$ cat src/rtl/divider.sv
// Sequential radix-2 restoring divider, one quotient bit per clock, signed or unsigned.
// Operands and results move through valid/ready handshakes; outputs are registered.
module divider #(
  parameter int unsigned WIDTH = 32
) (
  input  logic             clk,
  input  logic             resetn,
  input  logic             in_valid,
  output logic             in_ready,
  input  logic             is_signed,
  input  logic [WIDTH-1:0] X,
  input  logic [WIDTH-1:0] Y,
  output logic             out_valid,
  input  logic             out_ready,
  output logic [WIDTH-1:0] quotient,
  output logic [WIDTH-1:0] remainder,
  output logic             div_by_zero
);

  localparam int unsigned CntW = $clog2(WIDTH);

  typedef enum logic [1:0] {StIdle, StCalc, StFix, StDone} state_e;

  state_e state_q, state_d;

  logic [CntW-1:0]  cnt_q, cnt_d;
  logic             init_q, init_d;
  logic [WIDTH-1:0] x_q, x_d;
  logic [WIDTH-1:0] y_q, y_d;
  logic             sgn_q, sgn_d;
  logic [WIDTH-1:0] rem_q, rem_d;
  logic [WIDTH-1:0] quo_q, quo_d;
  logic [WIDTH-1:0] dmag_q, dmag_d;
  logic             q_neg_q, q_neg_d;
  logic             r_neg_q, r_neg_d;
  logic [WIDTH-1:0] quotient_q, quotient_d;
  logic [WIDTH-1:0] remainder_q, remainder_d;
  logic             dbz_q, dbz_d;

  logic [WIDTH-1:0] x_mag, y_mag;
  logic [WIDTH:0]   shifted, trial;
  logic             dbz;

  // State register
  always_ff @(posedge clk or negedge resetn) begin
    if (!resetn) begin
      state_q <= StIdle;
    end else begin
      state_q <= state_d;
    end
  end

  // Next-state logic
  always_comb begin
    state_d = state_q;
    unique case (state_q)
      StIdle: if (in_valid) state_d = StCalc;
      StCalc: if (!init_q && (cnt_q == '0)) state_d = StFix;
      StFix:  state_d = StDone;
      StDone: if (out_ready) state_d = StIdle;
      default: state_d = StIdle;
    endcase
  end

  // Output decode
  always_comb begin
    in_ready    = (state_q == StIdle);
    out_valid   = (state_q == StDone);
    quotient    = quotient_q;
    remainder   = remainder_q;
    div_by_zero = dbz_q;
  end

  // Magnitudes of the captured operands; |-2^(WIDTH-1)| wraps to itself, which is exact unsigned
  assign x_mag = (sgn_q && x_q[WIDTH-1]) ? (~x_q + 1'b1) : x_q;
  assign y_mag = (sgn_q && y_q[WIDTH-1]) ? (~y_q + 1'b1) : y_q;

  assign shifted = {rem_q, quo_q[WIDTH-1]};
  assign trial   = shifted - {1'b0, dmag_q};
  assign dbz     = (dmag_q == '0);

  // Datapath next-state
  always_comb begin
    cnt_d       = cnt_q;
    init_d      = init_q;
    x_d         = x_q;
    y_d         = y_q;
    sgn_d       = sgn_q;
    rem_d       = rem_q;
    quo_d       = quo_q;
    dmag_d      = dmag_q;
    q_neg_d     = q_neg_q;
    r_neg_d     = r_neg_q;
    quotient_d  = quotient_q;
    remainder_d = remainder_q;
    dbz_d       = dbz_q;
    unique case (state_q)
      StIdle: begin
        if (in_valid) begin
          x_d    = X;
          y_d    = Y;
          sgn_d  = is_signed;
          init_d = 1'b1;
          cnt_d  = CntW'(WIDTH - 1);
        end
      end
      StCalc: begin
        // First cycle after accept only prepares magnitudes, keeping inputs off the adder path
        if (init_q) begin
          init_d  = 1'b0;
          rem_d   = '0;
          quo_d   = x_mag;
          dmag_d  = y_mag;
          q_neg_d = sgn_q && (x_q[WIDTH-1] ^ y_q[WIDTH-1]);
          r_neg_d = sgn_q && x_q[WIDTH-1];
        end else begin
          if (!trial[WIDTH]) begin
            rem_d = trial[WIDTH-1:0];
          end else begin
            rem_d = shifted[WIDTH-1:0];
          end
          quo_d = {quo_q[WIDTH-2:0], ~trial[WIDTH]};
          cnt_d = cnt_q - 1'b1;
        end
      end
      StFix: begin
        dbz_d = dbz;
        if (dbz) begin
          quotient_d  = '1;
          remainder_d = x_q;
        end else begin
          quotient_d  = q_neg_q ? (~quo_q + 1'b1) : quo_q;
          remainder_d = r_neg_q ? (~rem_q + 1'b1) : rem_q;
        end
      end
      StDone: begin
      end
      default: begin
      end
    endcase
  end

  always_ff @(posedge clk or negedge resetn) begin
    if (!resetn) begin
      cnt_q       <= '0;
      init_q      <= 1'b0;
      x_q         <= '0;
      y_q         <= '0;
      sgn_q       <= 1'b0;
      rem_q       <= '0;
      quo_q       <= '0;
      dmag_q      <= '0;
      q_neg_q     <= 1'b0;
      r_neg_q     <= 1'b0;
      quotient_q  <= '0;
      remainder_q <= '0;
      dbz_q       <= 1'b0;
    end else begin
      cnt_q       <= cnt_d;
      init_q      <= init_d;
      x_q         <= x_d;
      y_q         <= y_d;
      sgn_q       <= sgn_d;
      rem_q       <= rem_d;
      quo_q       <= quo_d;
      dmag_q      <= dmag_d;
      q_neg_q     <= q_neg_d;
      r_neg_q     <= r_neg_d;
      quotient_q  <= quotient_d;
      remainder_q <= remainder_d;
      dbz_q       <= dbz_d;
    end
  end

endmodule

$ cat config.mk
export PLATFORM = sky130hd
export DESIGN_NAME = divider
export DESIGN_NICKNAME = d
export VERILOG_FILES = /design/src/rtl/divider.sv
export SDC_FILE = /design/constraint.sdc
export NUM_CORES = 1
export LEC_CHECK = 0
export BUFFER_PORTS_ARGS = -buffer_cell sky130_fd_sc_hd__buf_2
export CORE_MARGIN = 4
export CORE_UTILIZATION = 40
export DETAILED_ROUTE_END_ITERATION = 16
export HOLD_SLACK_MARGIN = 0.05
export PLACE_DENSITY = 0.58
export RECOVER_POWER = 50
export SLEW_MARGIN = 10
export SYNTH_ARGS = -nofsm -noshare
export SYNTH_HDL_FRONTEND = slang
export SYNTH_SLANG_ARGS = --single-unit
$ cat constraint.sdc
create_clock -name clk -period 4.9 [get_ports clk]
set_input_delay 1.47 -clock clk [delete_from_list [all_inputs] [get_ports clk]]
set_output_delay 1.47 -clock clk [all_outputs]
set_load 0.03 [all_outputs]
==> impl_summary.log <==
INFO  metric rsz0062_at_grt = no
INFO  metric maxSlewHeadroom = -63.21%
INFO  metric wl_per_cell = 19.12 µm
INFO  metric nets = 1,691
INFO  metric most_used_cells_in_the_layout_excluding_fill_and_tap_cells = dfrtp_1 (235), buf_2 (133), nand2_1 (123), o21ai_0 (115), a21oi_1 (102)
INFO  metric post-route-min-period = 4.103 ns
INFO  metric placement.cell_area = 15,230 µm²
INFO  metric critical_path_arrival = 4.45 ns
INFO  metric synth-edff-count = 0
INFO  metric worst_skew_pair.late_latency = 0.57 ns
INFO  metric synth_async_sr_flop_share = 100.0%
INFO  metric final_cycle_utilization_of_the_critical_path = 83.73%
INFO  metric cp-start-kind = flip-flop
INFO  metric setup_violations = 0
INFO  metric worst_clock_skew = 0.02113 ns
INFO  metric cts_setup_buffers = 0
INFO  metric design.die.area = 38,220 µm²
INFO  metric detail_route.first_pass.iterations = 5
INFO  metric setup_tns = 0 ns
INFO  metric filler_cell_count = 3,386
INFO  metric worstPathMaxFanout = 21
INFO  metric synth_area_per_cell = 9.547 µm²
INFO  metric clock_tree.buffer_depth = 3
INFO  metric timing.setup.critical_path_class = flip-flop to flip-flop
INFO  metric synth_ff_type = dfrtp_1
INFO  metric synthesized_nets = 1,585
INFO  metric grt-ovfl-total = 0
INFO  metric hold_buffers = 0
INFO  metric timing.final.ws_setup = 0.7970 ns
INFO  metric max_clock_freq = 243.7 MHz
INFO  metric route.antenna.remaining_nets = 0
INFO  metric dp_hpwl = 28,890 µm
INFO  metric syn_area = 14,060 µm²
INFO  metric die_height = 195.5 µm
INFO  metric largest_net_degree_at_the_start_of_global_routing = 87
INFO  metric yosys_warnings = 0
INFO  metric drive_gt1_share = 20.36%
INFO  metric synth_seq_cells = 236
INFO  metric wirelength = 39,320 µm
INFO  metric worst_path_most_repeated_cell = buf_4
INFO  metric synthDistinctLibCells = 65
INFO  metric gr-usage-all-layers = 19.91%
INFO  metric gp_congestion = 0.8525
INFO  metric top_level_ports = 136
INFO  metric floorplan.core_area = 34,630 µm²
INFO  metric num_antenna_cells = 0
INFO  metric routed_vias_inst = 5.557
INFO  metric tritoncts_clock_tree = done
INFO  metric numPortBuffers = 135
INFO  metric timing_max_transition_violations_final = 211
INFO  metric final_cell_count_no_fill = 2,056
INFO  metric dr.first_iter.drc_count = 743
INFO  metric mostFrequentLayoutCell = dfrtp_1
INFO  metric status = finished with violations
INFO  metric via_count_of_the_first_global_routing_pass = 11,180
INFO  metric drv.max_cap_violation_count = 4
INFO  metric cts_sinks = 236
INFO  metric grt_pass1_wl = 62,330 µm
INFO  metric cts.repair.resized = 0
INFO  metric clockRootBuffer = clkbuf_16
INFO  metric num_vias = 11,430
INFO  metric dp.cells = 2,004
INFO  metric synthesis.instances = 1,473
INFO  metric initial_core_util = 40.61%
INFO  metric row_count = 68
INFO  metric place_worst_setup_slack = 0.9214 ns
INFO  metric crit_family = compound AO/OA/AOI/OAI gates
INFO  metric drcViolationCount = 0
INFO  metric crit_path_top_delay_cell = a2111oi_0
INFO  metric layout-area-overhead-vs-synth = 15.42%
INFO  metric crit_required = 5.25 ns
INFO  metric clk_pin_slew = 0.06 ns
INFO  metric number_of_buffers_created_by_cts = 28
INFO  metric critical_path.n_buffers_inverters = 4
INFO  metric path_cells = inv_1, ha_1, fa_1, nand2b_1, a21o_1, a211oi_1, buf_4, o211ai_1, a2111oi_0, o21ai_1, buf_4, and2_1, buf_12, a41oi_1, o221ai_1
INFO  metric finalHoldViolCount = 0
INFO  metric ys_seq_area_share = 42.00%
INFO  metric floorplan.die.width = 195.5 µm
INFO  metric violations = capacitance limit, slew limit
INFO  metric layout.cell_area.non_filler = 16,230 µm²
INFO  metric antenna_found_initial = 0
INFO  metric timing.hold.worst.class = flip-flop to flip-flop
INFO  metric max_slew.worst_pin.slew = 2.448 ns
INFO  metric cts_max_level = 1
INFO  metric endpoint_kind = flip-flop
INFO  metric critical-path-max-stage-delay = 0.56 ns
path summary, 6_finish.rpt:
check | cells after the start | endpoint | from | slack [ns]
hold / removal | 1 | quotient[8]$_DFFE_PN0P_ | quotient[8]$_DFFE_PN0P_ | 0.49
max in group asynchronous | 2 | dmag_q[24]$_DFFE_PN0P_ | resetn | 1.44
setup / recovery | 15 | rem_q[29]$_DFFE_PN0P_ | quo_q[31]$_DFFE_PN0P_ | 0.80
hold reg to reg | 1 | quotient[8]$_DFFE_PN0P_ | quotient[8]$_DFFE_PN0P_ | 0.49
min in group asynchronous | 1 | rem_q[18]$_DFFE_PN0P_ | resetn | 1.46
setup reg to reg | 15 | rem_q[29]$_DFFE_PN0P_ | quo_q[31]$_DFFE_PN0P_ | 0.80
flip-flops by register name (all words and copies together) (netlist names):
signal / count
init_q: 1
remainder: 32
x_q: 32
sgn_q: 1
rem_q: 32
y_q: 32
quo_q: 32
dmag_q: 32
div_by_zero: 1
cnt_q: 5
r_neg_q: 1
q_neg_q: 1
state_q: 2
quotient: 32
synth_stat cells, types with 3 or more instances:
| master | count | area share [%] |
|---|---|---|
| xnor2_1 | 92 | 5.7 |
| and2_1 | 5 | 0.22 |
| mux2_2 | 98 | 7.8 |
| o221ai_1 | 8 | 0.50 |
| xor2_1 | 50 | 3.1 |
| o31ai_1 | 25 | 1.3 |
| o22ai_1 | 17 | 0.76 |
| or4_4 | 10 | 0.80 |
| or3_1 | 13 | 0.58 |
| a21oi_1 | 102 | 3.6 |
| o21ai_0 | 116 | 4.1 |
| nor2_1 | 85 | 2.3 |
| dfrtp_1 | 236 | 42 |
| mux2i_1 | 17 | 1.2 |
| and3_1 | 6 | 0.27 |
| a31oi_1 | 13 | 0.58 |
| nand4_1 | 4 | 0.18 |
| o21ai_1 | 8 | 0.28 |
| nand3_1 | 16 | 0.57 |
| o22a_1 | 31 | 1.9 |
| o211ai_1 | 9 | 0.48 |
| nand2b_1 | 13 | 0.58 |
| nor4_1 | 23 | 1.0 |
| inv_1 | 77 | 2.1 |
| nor3_1 | 15 | 0.53 |
| buf_1 | 12 | 0.32 |
| clkbuf_1 | 67 | 1.8 |
| or4_1 | 7 | 0.37 |
| nand2_1 | 123 | 3.3 |
| a21o_1 | 38 | 2.0 |
| o21bai_1 | 3 | 0.16 |
| a211oi_1 | 19 | 1.0 |
| nor2b_1 | 6 | 0.27 |
| o41ai_1 | 12 | 0.75 |
| or2_2 | 4 | 0.18 |
| o2bb2ai_1 | 10 | 0.62 |
| a2111oi_0 | 3 | 0.19 |
| ha_1 | 42 | 3.7 |
cell families (layout without fill, tap and decap cells):
kind of cell             after synthesis  in the layout  synth area share, %
AND/OR/NAND/NOR                      343            343                11.92
adder cells (fa/ha/maj)               43             43                3.879
AO/OA/AOI/OAI                        438            438                20.14
flip-flops                           236            236                42.00
buffers and inverters                156            284                4.164
XOR/XNOR                             142            142                8.844
multiplexers                         115            115                9.058
layout make-up:
class,count,area (µm²),area share [%]
clock buffer,34,763.2,4.702
clock inverter,18,289.0,1.781
inverter,77,289.0,1.781
multi-input combinational,1081,7585,46.73
sequential,236,5907,36.39
tap,455,569.3,3.508
timing repair buffer,155,828.3,5.103
through the flow:
step,hold WS (ns),utilization (%)
floorplan,0.4717,-
global placement,0.4790,43.97
detailed placement,0.4831,43.97
CTS,0.4968,47.01
global route,0.5091,46.87
finish,0.4911,46.87
routing by layer:
metal | global-route usage [%] | part of all wire (%)
met1 | 28.60 | 47
met2 | 31.82 | 45
met3 | 2.622 | 5.3
met4 | 5.353 | 2.8
met5 | 0 | 0
Power is not shown: default switching activity piles up to over one toggle a cycle in this logic, so the estimate is an artifact.
